===== src/rtl/bcd_convert_arbiter_pkg.sv =====
// bcd_convert_arbiter_pkg: shared constants, state encodings and width helper for the BCD converter
package bcd_convert_arbiter_pkg;
  localparam int N_DEF      = 20;
  localparam int DIGITS_DEF = 6;
  localparam int REQ_DEF    = 2;
  localparam logic [1:0] S_IDLE  = 2'd0;
  localparam logic [1:0] S_SHIFT = 2'd1;
  localparam logic [1:0] S_DONE  = 2'd2;
  typedef logic [1:0] state_t;
  function automatic int clog2w(input int v);
    return (v <= 2) ? 1 : $clog2(v);
  endfunction
endpackage


===== src/rtl/bcd_convert_arbiter_if.sv =====
// bcd_convert_arbiter_if: request handshake and response bus of the shared converter
interface bcd_convert_arbiter_if
  import bcd_convert_arbiter_pkg::*;
#(
  parameter int N      = N_DEF,
  parameter int DIGITS = DIGITS_DEF,
  parameter int REQ    = REQ_DEF
);
  localparam int IW = clog2w(REQ);
  logic [REQ-1:0]      req_valid;
  logic [REQ*N-1:0]    req_data;
  logic [REQ-1:0]      req_ready;
  logic                busy;
  logic                rsp_valid;
  logic [IW-1:0]       rsp_id;
  logic [4*DIGITS-1:0] rsp_bcd;
  logic                rsp_ovf;
  modport master (output req_valid, req_data,
                  input  req_ready, busy, rsp_valid, rsp_id, rsp_bcd, rsp_ovf);
  modport slave  (input  req_valid, req_data,
                  output req_ready, busy, rsp_valid, rsp_id, rsp_bcd, rsp_ovf);
endinterface


===== src/rtl/bcd_convert_arbiter_dabble_core.sv =====
// bcd_dabble_core: iterative shift-add-3 datapath with sticky overflow out of the top digit
module bcd_dabble_core
  import bcd_convert_arbiter_pkg::*;
#(
  parameter int N      = N_DEF,
  parameter int DIGITS = DIGITS_DEF
) (
  input  logic                clk,
  input  logic                rst_n,
  input  logic                i_start,
  input  logic [N-1:0]        i_operand,
  output logic                o_done,
  output logic [4*DIGITS-1:0] o_bcd,
  output logic                o_ovf
);
  localparam int BW = 4*DIGITS;
  localparam int CW = $clog2(N+1);
  logic [N-1:0]  r_op;
  logic [BW-1:0] r_bcd;
  logic [BW-1:0] w_adj;
  logic          r_ovf;
  logic [CW-1:0] r_cnt;
  for (genvar k = 0; k < DIGITS; k++) begin : g_adj
    assign w_adj[4*k +: 4] = (r_bcd[4*k +: 4] >= 4'd5) ? r_bcd[4*k +: 4] + 4'd3 : r_bcd[4*k +: 4];
  end
  // o_bcd/o_ovf are the values after this cycle's shift, so the last step can be captured directly
  assign o_bcd  = {w_adj[BW-2:0], r_op[N-1]};
  assign o_ovf  = r_ovf | w_adj[BW-1];
  assign o_done = r_cnt == CW'(1);
  // Load on start, then shift MSB first until the count runs out
  always_ff @(posedge clk or negedge rst_n) begin
    if (!rst_n) begin
      r_op  <= '0;
      r_bcd <= '0;
      r_ovf <= 1'b0;
      r_cnt <= '0;
    end else if (i_start) begin
      r_op  <= i_operand;
      r_bcd <= '0;
      r_ovf <= 1'b0;
      r_cnt <= CW'(N);
    end else if (r_cnt != '0) begin
      r_op  <= r_op << 1;
      r_bcd <= o_bcd;
      r_ovf <= o_ovf;
      r_cnt <= r_cnt - 1'b1;
    end
  end
endmodule


===== src/rtl/bcd_convert_arbiter.sv =====
// bcd_convert_arbiter: round-robin arbiter sharing one sequential binary-to-BCD engine
module bcd_convert_arbiter
  import bcd_convert_arbiter_pkg::*;
#(
  parameter int N      = N_DEF,
  parameter int DIGITS = DIGITS_DEF,
  parameter int REQ    = REQ_DEF
) (
  input logic                  clk,
  input logic                  rst_n,
  bcd_convert_arbiter_if.slave bus
);
  localparam int IW = clog2w(REQ);
  localparam int BW = 4*DIGITS;
  state_t        r_state;
  logic [IW-1:0] r_last;
  logic [IW-1:0] r_rsp_id;
  logic [BW-1:0] r_rsp_bcd;
  logic          r_rsp_ovf;
  logic [IW-1:0] w_gid;
  logic [IW-1:0] w_k;
  logic [REQ-1:0] w_gnt;
  logic          w_any;
  logic          w_xfer;
  logic          w_done;
  logic          w_ovf_nxt;
  logic [BW-1:0] w_bcd_nxt;
  logic [N-1:0]  w_operand;
  // Round-robin search for the first valid requester just past the last grant
  always_comb begin
    w_gnt = '0;
    w_gid = '0;
    w_k   = '0;
    w_any = 1'b0;
    for (int j = 1; j <= REQ; j++) begin
      w_k = IW'((int'(r_last) + j) % REQ);
      if (!w_any && bus.req_valid[w_k]) begin
        w_any        = 1'b1;
        w_gid        = w_k;
        w_gnt[w_k]   = 1'b1;
      end
    end
  end
  assign w_xfer        = (r_state == S_IDLE) && w_any;
  assign w_operand     = bus.req_data[int'(w_gid)*N +: N];
  assign bus.req_ready = (r_state == S_IDLE) ? w_gnt : '0;
  assign bus.busy      = r_state != S_IDLE;
  assign bus.rsp_valid = r_state == S_DONE;
  assign bus.rsp_id    = r_rsp_id;
  assign bus.rsp_bcd   = r_rsp_bcd;
  assign bus.rsp_ovf   = r_rsp_ovf;
  bcd_dabble_core #(.N(N), .DIGITS(DIGITS)) u_core (
    .clk       (clk),
    .rst_n     (rst_n),
    .i_start   (w_xfer),
    .i_operand (w_operand),
    .o_done    (w_done),
    .o_bcd     (w_bcd_nxt),
    .o_ovf     (w_ovf_nxt)
  );
  // Conversion sequencing: IDLE -> SHIFT (N cycles) -> DONE (1 cycle) -> IDLE
  always_ff @(posedge clk or negedge rst_n) begin
    if (!rst_n) r_state <= S_IDLE;
    else        r_state <= (r_state == S_IDLE)  ? (w_xfer ? S_SHIFT : S_IDLE) :
                           (r_state == S_SHIFT) ? (w_done ? S_DONE : S_SHIFT) : S_IDLE;
  end
  // Pointer resets to the last requester so requester 0 is searched first
  always_ff @(posedge clk or negedge rst_n) begin
    if (!rst_n)      r_last <= IW'(REQ-1);
    else if (w_xfer) r_last <= w_gid;
  end
  // Response registers load with the final shift and hold until the next one
  always_ff @(posedge clk or negedge rst_n) begin
    if (!rst_n) begin
      r_rsp_bcd <= '0;
      r_rsp_ovf <= 1'b0;
      r_rsp_id  <= '0;
    end else if (r_state == S_SHIFT && w_done) begin
      r_rsp_bcd <= w_bcd_nxt;
      r_rsp_ovf <= w_ovf_nxt;
      r_rsp_id  <= r_last;
    end
  end
endmodule

===== src/flat_wrapper.sv =====
// flat-port wrapper written by rule: the top's interface ports become plain ports
module bcd_convert_arbiter_flat import bcd_convert_arbiter_pkg::*;
#(
  parameter int N      = N_DEF,
  parameter int DIGITS = DIGITS_DEF,
  parameter int REQ    = REQ_DEF
)
  (clk, rst_n, bus_req_valid, bus_req_data, bus_req_ready, bus_busy, bus_rsp_valid, bus_rsp_id, bus_rsp_bcd, bus_rsp_ovf);
  bcd_convert_arbiter_if #(.N(N), .DIGITS(DIGITS), .REQ(REQ)) bus_i ();
  input logic clk;
  input logic rst_n;
  input wire logic [$bits(bus_i.req_valid)-1:0] bus_req_valid;
  input wire logic [$bits(bus_i.req_data)-1:0] bus_req_data;
  output wire logic [$bits(bus_i.req_ready)-1:0] bus_req_ready;
  output wire logic [$bits(bus_i.busy)-1:0] bus_busy;
  output wire logic [$bits(bus_i.rsp_valid)-1:0] bus_rsp_valid;
  output wire logic [$bits(bus_i.rsp_id)-1:0] bus_rsp_id;
  output wire logic [$bits(bus_i.rsp_bcd)-1:0] bus_rsp_bcd;
  output wire logic [$bits(bus_i.rsp_ovf)-1:0] bus_rsp_ovf;
  assign bus_i.req_valid = bus_req_valid;
  assign bus_i.req_data = bus_req_data;
  assign bus_req_ready = bus_i.req_ready;
  assign bus_busy = bus_i.busy;
  assign bus_rsp_valid = bus_i.rsp_valid;
  assign bus_rsp_id = bus_i.rsp_id;
  assign bus_rsp_bcd = bus_i.rsp_bcd;
  assign bus_rsp_ovf = bus_i.rsp_ovf;
  bcd_convert_arbiter #(.N(N), .DIGITS(DIGITS), .REQ(REQ)) u_core (.clk(clk), .rst_n(rst_n), .bus(bus_i));
endmodule

===== config.mk =====
export PLATFORM = sky130hd
export DESIGN_NAME = bcd_convert_arbiter_flat
export DESIGN_NICKNAME = d
export VERILOG_FILES = /design/src/rtl/bcd_convert_arbiter_pkg.sv /design/src/rtl/bcd_convert_arbiter_if.sv /design/src/rtl/bcd_convert_arbiter_dabble_core.sv /design/src/rtl/bcd_convert_arbiter.sv /design/src/flat_wrapper.sv
export SDC_FILE = /design/constraint.sdc
export NUM_CORES = 1
export LEC_CHECK = 0
export CAP_MARGIN = 0
export CORE_ASPECT_RATIO = 1.25
export CORE_MARGIN = 2
export CORE_UTILIZATION = 53
export DETAILED_ROUTE_END_ITERATION = 12
export GPL_TIMING_DRIVEN = 0
export PLACE_DENSITY = 0.81
export SLEW_MARGIN = 10
export SYNTH_ARGS = -nofsm -noshare
export SYNTH_HDL_FRONTEND = slang
export SYNTH_HIERARCHICAL = 1
export SYNTH_SLANG_ARGS = --single-unit

===== constraint.sdc =====
create_clock -name clk -period 2.26 [get_ports clk]
set_input_delay 0.452 -clock clk [delete_from_list [all_inputs] [get_ports clk]]
set_output_delay 0.452 -clock clk [all_outputs]
set_load 0.005 [all_outputs]

Yosys cells after proc, flatten, opt, wreduce, memory -nomap -nowiden

Index checks and enable logic that the tools add are counted.

Bits in registers: 79
Bits of input ports: 44

$lt $le $gt $ge: 10
Add/sub/neg operators: 9
Shifts and indexed selects: 1
Equal/unequal tests: 3
Muxes and demuxes: 33
Reductions and logical operators: 10
Bitwise logic cells: 2
Multipliers: 1

Operators with widths:

| operator              | number |
|---|---|
| $mux W24              | 2 |
| $mux W20              | 2 |
| $shiftx A40 B32 Y20   | 1 |
| $add A4 B2 Y4 const B | 6 |
| $ge A4 B3 Y1 const B  | 6 |
| $mux W4               | 6 |
| $mux W1               | 13 |
| $mux W2               | 6 |
| $mux W5               | 2 |
| $eq A5 B1 Y1 const B  | 1 |
| $logic_and A1 B1 Y1   | 5 |
| $reduce_bool A5 Y1    | 1 |
| $sub A5 B1 Y5 const B | 1 |
| $lt A1 B2 Y1 const B  | 2 |
| $mul A1 B3 Y4 const B | 1 |
| $reduce_bool A2 Y1    | 2 |
| $add A1 B1 Y1 const B | 2 |
| $demux W1 S1          | 2 |
| $eq A2 B1 Y1 const B  | 1 |
| $eq A2 B2 Y1 const B  | 1 |
| $ge A1 B1 Y1 const B  | 2 |
| $logic_not A2 Y1      | 1 |
| $or A2 B2 Y2          | 1 |
| $logic_not A1 Y1      | 1 |
| $or A1 B1 Y1          | 1 |

Logic depth before layout (Yosys ltp)

Word-level depth: 10
Mapped depth: 8
Depth with buffers taken out: 7

By module

Netlist, hierarchy kept.

By module, submodules not included:

| module              | cells an instance | sequential area each (um^2) | area each (um^2) | instances |
|---|---|---|---|---|
| bcd_dabble_core     | 246               | 1,251.2                     | 2,582.5          | 1 |
| bcd_convert_arbiter | 96                | 726.9                       | 1,483.9          | 1 |

Worst setup path before layout

Ideal clock, no wire load.

Path kind: register to register
From: register u_core.r_state[0]
To: register u_core.u_core.r_bcd[12]
Buffers on the path: 3
Data arrival time: 1.708 ns
Library setup time: 0.066 ns
Cell stages (with the launch flop): 8
Data required time: 2.194 ns
Path slack: 0.487 ns
Path through: dfrtp_1 or2_2 clkbuf_1 nor2_1 buf_6 nor4_4 buf_6 a22o_1

Longest elaborated chain between the ends: 3

RTL lines:

| what                                           | RTL line                              | RTL |
|---|---|---|
| start, declared                                | bcd_convert_arbiter.sv:15             | `state_t r_state;` |
| start signal, assigned                         | bcd_convert_arbiter.sv:64             | `else r_state <= (r_state == S_IDLE) ? (w_xfer ? S_SHIFT : S_IDLE) :` |
| $logic_not A2 Y1 (*)                           | bcd_convert_arbiter.sv:44             | `assign w_xfer = (r_state == S_IDLE) && w_any;` |
| $logic_and A1 B1 Y1 (*)                        | bcd_convert_arbiter.sv:44             |  |
| net u_core.w_xfer                              | bcd_convert_arbiter.sv:24             | `logic w_xfer;` |
| $mux W24 or $reduce_bool A2 Y1 (tied branches) | n/a                                   |  |
| end signal, assigned                           | bcd_convert_arbiter_dabble_core.sv:34 | `r_bcd <= '0;` |
| end signal, assigned                           | bcd_convert_arbiter_dabble_core.sv:39 | `r_bcd <= '0;` |
| end signal, assigned                           | bcd_convert_arbiter_dabble_core.sv:44 | `r_bcd <= o_bcd;` |
| end, declared                                  | bcd_convert_arbiter_dabble_core.sv:19 | `logic [BW-1:0] r_bcd;` |

Mark *: on every way through the listed nets, which the timed path passes. The rest lies on a longest branch.
A chain may end at the register's enable or synchronous reset.

Final worst setup path

From: register u_core.r_state[1]
To: output port bus_busy

Longest elaborated chain between the ends: 1

RTL lines:

| what               | RTL line                  | RTL |
|---|---|---|
| $reduce_bool A2 Y1 | bcd_convert_arbiter.sv:47 | `assign bus.busy = r_state != S_IDLE;` |
| end, declared      | flat_wrapper.sv:15        | `output wire logic [$bits(bus_i.busy)-1:0] bus_busy;` |

No other way between the ends.

==> flow_summary.json <==
{
  "cp.required_ns": 1.81,
  "rsz0062_at_grt": "false",
  "r2r_slack_ns": 0.26,
  "r2r_end": "u_core/u_core/r_op[5]$_DFFE_PN0P_",
  "status": "finished, final reports clean",
  "worstMarginPinSlew_ns": 0.733,
  "p_comb_frac": 0.489,
  "viasPerCell": 5.61,
  "fin_crit_ns": 2.10,
  "yosysMostFrequentCell": "dfrtp_1",
  "async_flop_share": 1.00,
  "synth_area_leaders": "dfrtp_1 (48%), mux2_2 (7.2%), mux2_4 (7.0%), a22o_1 (5.4%), a222oi_1 (4.7%)",
  "synth-main-ff-cell": "dfrtp_1",
  "synthesis.area_mm2": 0.00407,
  "met2_length_um": 4730,
  "cp_slowest_cell": "clkdlybuf4s50_1",
  "first_iter_violations": 236,
  "start_kind": "flop",
  "r2r_start": "u_core/r_state[1]$_DFF_PN0_",
  "wl_met3_um": 251,
  "start_util": 0.549,
  "post_drt_wl_per_cell_um": 16.7,
  "max_stage_delay_ns": 0.45,
  "clock_sinks": 79,
  "fin_setup_tns_ns": 0,
  "vias": 2956,
  "synth_top_area_cell": "dfrtp_1",
  "cts_max_level": 3,
  "skew_ns": 0.00212,
  "ios": 74,
  "die_w_um": 82.3,
  "crit_fanout": 5,
  "finalSetupViolCount": 0,
  "syn-num-nets": 400,
  "cap_violations": 0,
  "synth-seq-cells": 79,
  "hold_viol": 0,
  "path_cells": "or2_2 > clkbuf_2 > clkdlybuf4s50_1",
  "clock_power_share": 0.151,
  "grt_pass1_vias": 3119,
  "drcViolationCount": 0,
  "fmax_mhz": 477,
  "drt-pass1-iter-count": 6,
  "synth_edf_count": 0,
  "clock_path_buffers": 2,
  "crit_arrival_ns": 1.64,
  "antenna_left": 0,
  "n_antenna_cell": 0,
  "die_y_um": 102,
  "met1_length_um": 3620,
  "period_share": 0.928,
  "grt_max_degree": 55,
  "netlist.area_leader.share": 0.480,
  "ys_types": 39,
  "overflow": 0,
  "grt_pass1_wl_um": 14700,
  "hold_path_class": "in2async",
  "place_hpwl_um": 6460,
  "tritoncts": "done",
  "drv_slew": 0,
  "sw_frac_of_total": 0.358,
  "gp_congestion": 0.805,
  "syn2layout_area_growth_pct": 27.3,
  "antenna_found_initial": 0,
  "yosys_warnings": 6,
  "critPathTopFamily": "buffers and inverters",
  "synthCells": 342,
  "slew_headroom": 0.508,
  "end_kind": "primary output",
  "postLayoutCoreUtil": 0.699,
  "rows": 35,
  "avgSynthCellArea_um2": 11.9,
  "wl_um": 8790,
  "clk_pin_slew_ns": 0.08,
  "clock-root-buffer": "clkbuf_8",
  "ir_worst_vdd_mv": 0.841,
  "cellInternalPower_uw": 4630,
  "p_leak_uw": 0.00257,
  "numPortBuffers": 73,
  "worstSetupPathType": "reg2out",
  "core_mm2": 0.00740,
  "synth-seq-area-share": 0.486,
  "cts_inserted_buffers": 9,
  "top_layer_used": "met4",
  "grt_use_total": 0.231,
  "n_fill_cell": 532,
  "ctsHoldBuffers": 0,
  "p_switching_uw": 2590,
  "power.density_mw_per_mm2": 1390,
  "synth.top_cells.by_count": "dfrtp_1 (78), inv_1 (36), nand2_1 (27)",
  "seq_power_share": 0.360,
  "insertion_delay_ns": 0.34,
  "die-area_mm2": 0.00839,
  "final_layout_size_suffix_gt1_frac": 0.205,
  "nNetsFinal": 488,
  "critPathBufInv": 2,
  "reg2regPathDepth": 8
}
-- worst max path at each step --
stage | startpoint | endpoint | slack (ns) | cells past startpoint
2_1_floorplan | u_core/r_state[0]$_DFF_PN0_ | u_core/u_core/r_bcd[12]$_DFFE_PN0P_ | 0.49 | 7
3_3_place_gp | rst_n | u_core/bus.rsp_bcd[19]$_DFFE_PN0P_ | -1.98 | 1
3_5_place_dp | bus_req_valid[1] | bus_req_ready[1] | -0.32 | 5
4_1_cts | u_core/r_state[1]$_DFF_PN0_ | bus_busy | 0.16 | 3
5_1_grt | u_core/r_state[1]$_DFF_PN0_ | bus_busy | 0.11 | 3
6_report | u_core/r_state[1]$_DFF_PN0_ | bus_busy | 0.16 | 3
-- through the flow --
| stage | cell area, um2 | cells | hold slack [ns] | total power (uW) | worst slack (ns) |
|---|---|---|---|---|---|
| 2_1_floorplan | 4070 | 342 | 0.156 | 4920 | 0.487 |
| 4_1_cts | 5180 | 527 | 0.0172 | 7250 | 0.165 |
| 5_1_grt | 5180 | 527 | 0.0235 | 7760 | 0.112 |
| 3_3_place_gp | 4910 | 507 | 0.472 | 5890 | -1.98 |
| 3_5_place_dp | 4940 | 508 | 0.396 | 6110 | -0.324 |
| 6_report | 5180 | 527 | 0.0139 | 7220 | 0.163 |
-- power by group through the flow --
stage	logic, uW	clock network [uW]	registers [uW]
3_3_place_gp	3310	0	2580
6_report	3530	1090	2600
3_5_place_dp	3490	0	2620
2_1_floorplan	2420	0	2510
5_1_grt	3900	1180	2680
4_1_cts	3540	1110	2600
-- logic make-up after synthesis --
logic type / synth area share
DFF: 0.486
AOI/OAI and AO/OA: 0.143
and+or+nand+nor: 0.0812
buffers and inverters: 0.0735
muxes: 0.160
adders and majority gates: 0.0431
xor gates and xnor gates: 0.0129
-- sequential cells by signal, summed over array words and instances, names as in the netlist, named ones only --
name	flops
u_core/bus.rsp_bcd	24
u_core/bus.rsp_id	1
u_core/bus.rsp_ovf	1
u_core/r_state	2
u_core/u_core/r_bcd	24
u_core/u_core/r_cnt	5
u_core/u_core/r_op	20
u_core/u_core/r_ovf	1
-- per-layer routing --
| layer | global-route usage | up-vias |
|---|---|---|
| met3 | 0.0415 | 19 |
| met4 | 0.0897 | 0 |
| met2 | 0.401 | 65 |
| met1 | 0.281 | 1482 |
| met5 | 0 | - |
| li1 | - | 1390 |
-- repair_timing --
item,4_1_cts,5_1_grt
gates resized for setup,7,0
setup endpoints to repair,2,0
buffers inserted,3,0
-- area by class of cell --
cell class,count,area [um2],share of cell area
repair buffers,77,773,0.149
clock inverters,3,40.0,0.00774
multi-input cells,209,1800,0.347
well taps,92,115,0.0222
flip-flops and latches,79,1980,0.382
clock buffers,13,169,0.0326
inverters,36,135,0.0261
plain buffers,18,169,0.0326
-- cell usage in the layout (no fill, tap or decap), types with 3 or more instances in the layout --
| master | count |
|---|---|
| nand2_1 | 27 |
| nor3b_1 | 3 |
| mux2_2 | 26 |
| a222oi_1 | 19 |
| a22o_1 | 25 |
| dlygate4sd2_1 | 4 |
| mux2_4 | 19 |
| nor2_1 | 9 |
| clkdlybuf4s50_1 | 68 |
| buf_6 | 7 |
| buf_4 | 6 |
| nand2b_1 | 13 |
| a21oi_1 | 8 |
| dfrtp_1 | 78 |
| ha_1 | 14 |
| o21ai_1 | 9 |
| o21ai_0 | 6 |
| clkbuf_8 | 12 |
| inv_1 | 36 |
| buf_2 | 6 |
| xnor2_1 | 6 |
| mux2i_1 | 6 |
-- worst register-to-register path, stage by stage, from the launching register on --
cell	delay [ns]
dfrtp_1	0.38
or2_2	0.13
clkbuf_2	0.14
nor2_1	0.07
buf_6	0.14
nor4_4	0.67
buf_6	0.25
a222oi_1	0.10
inv_1	0.07
Note: power is estimated with default switching activity, not from simulation.
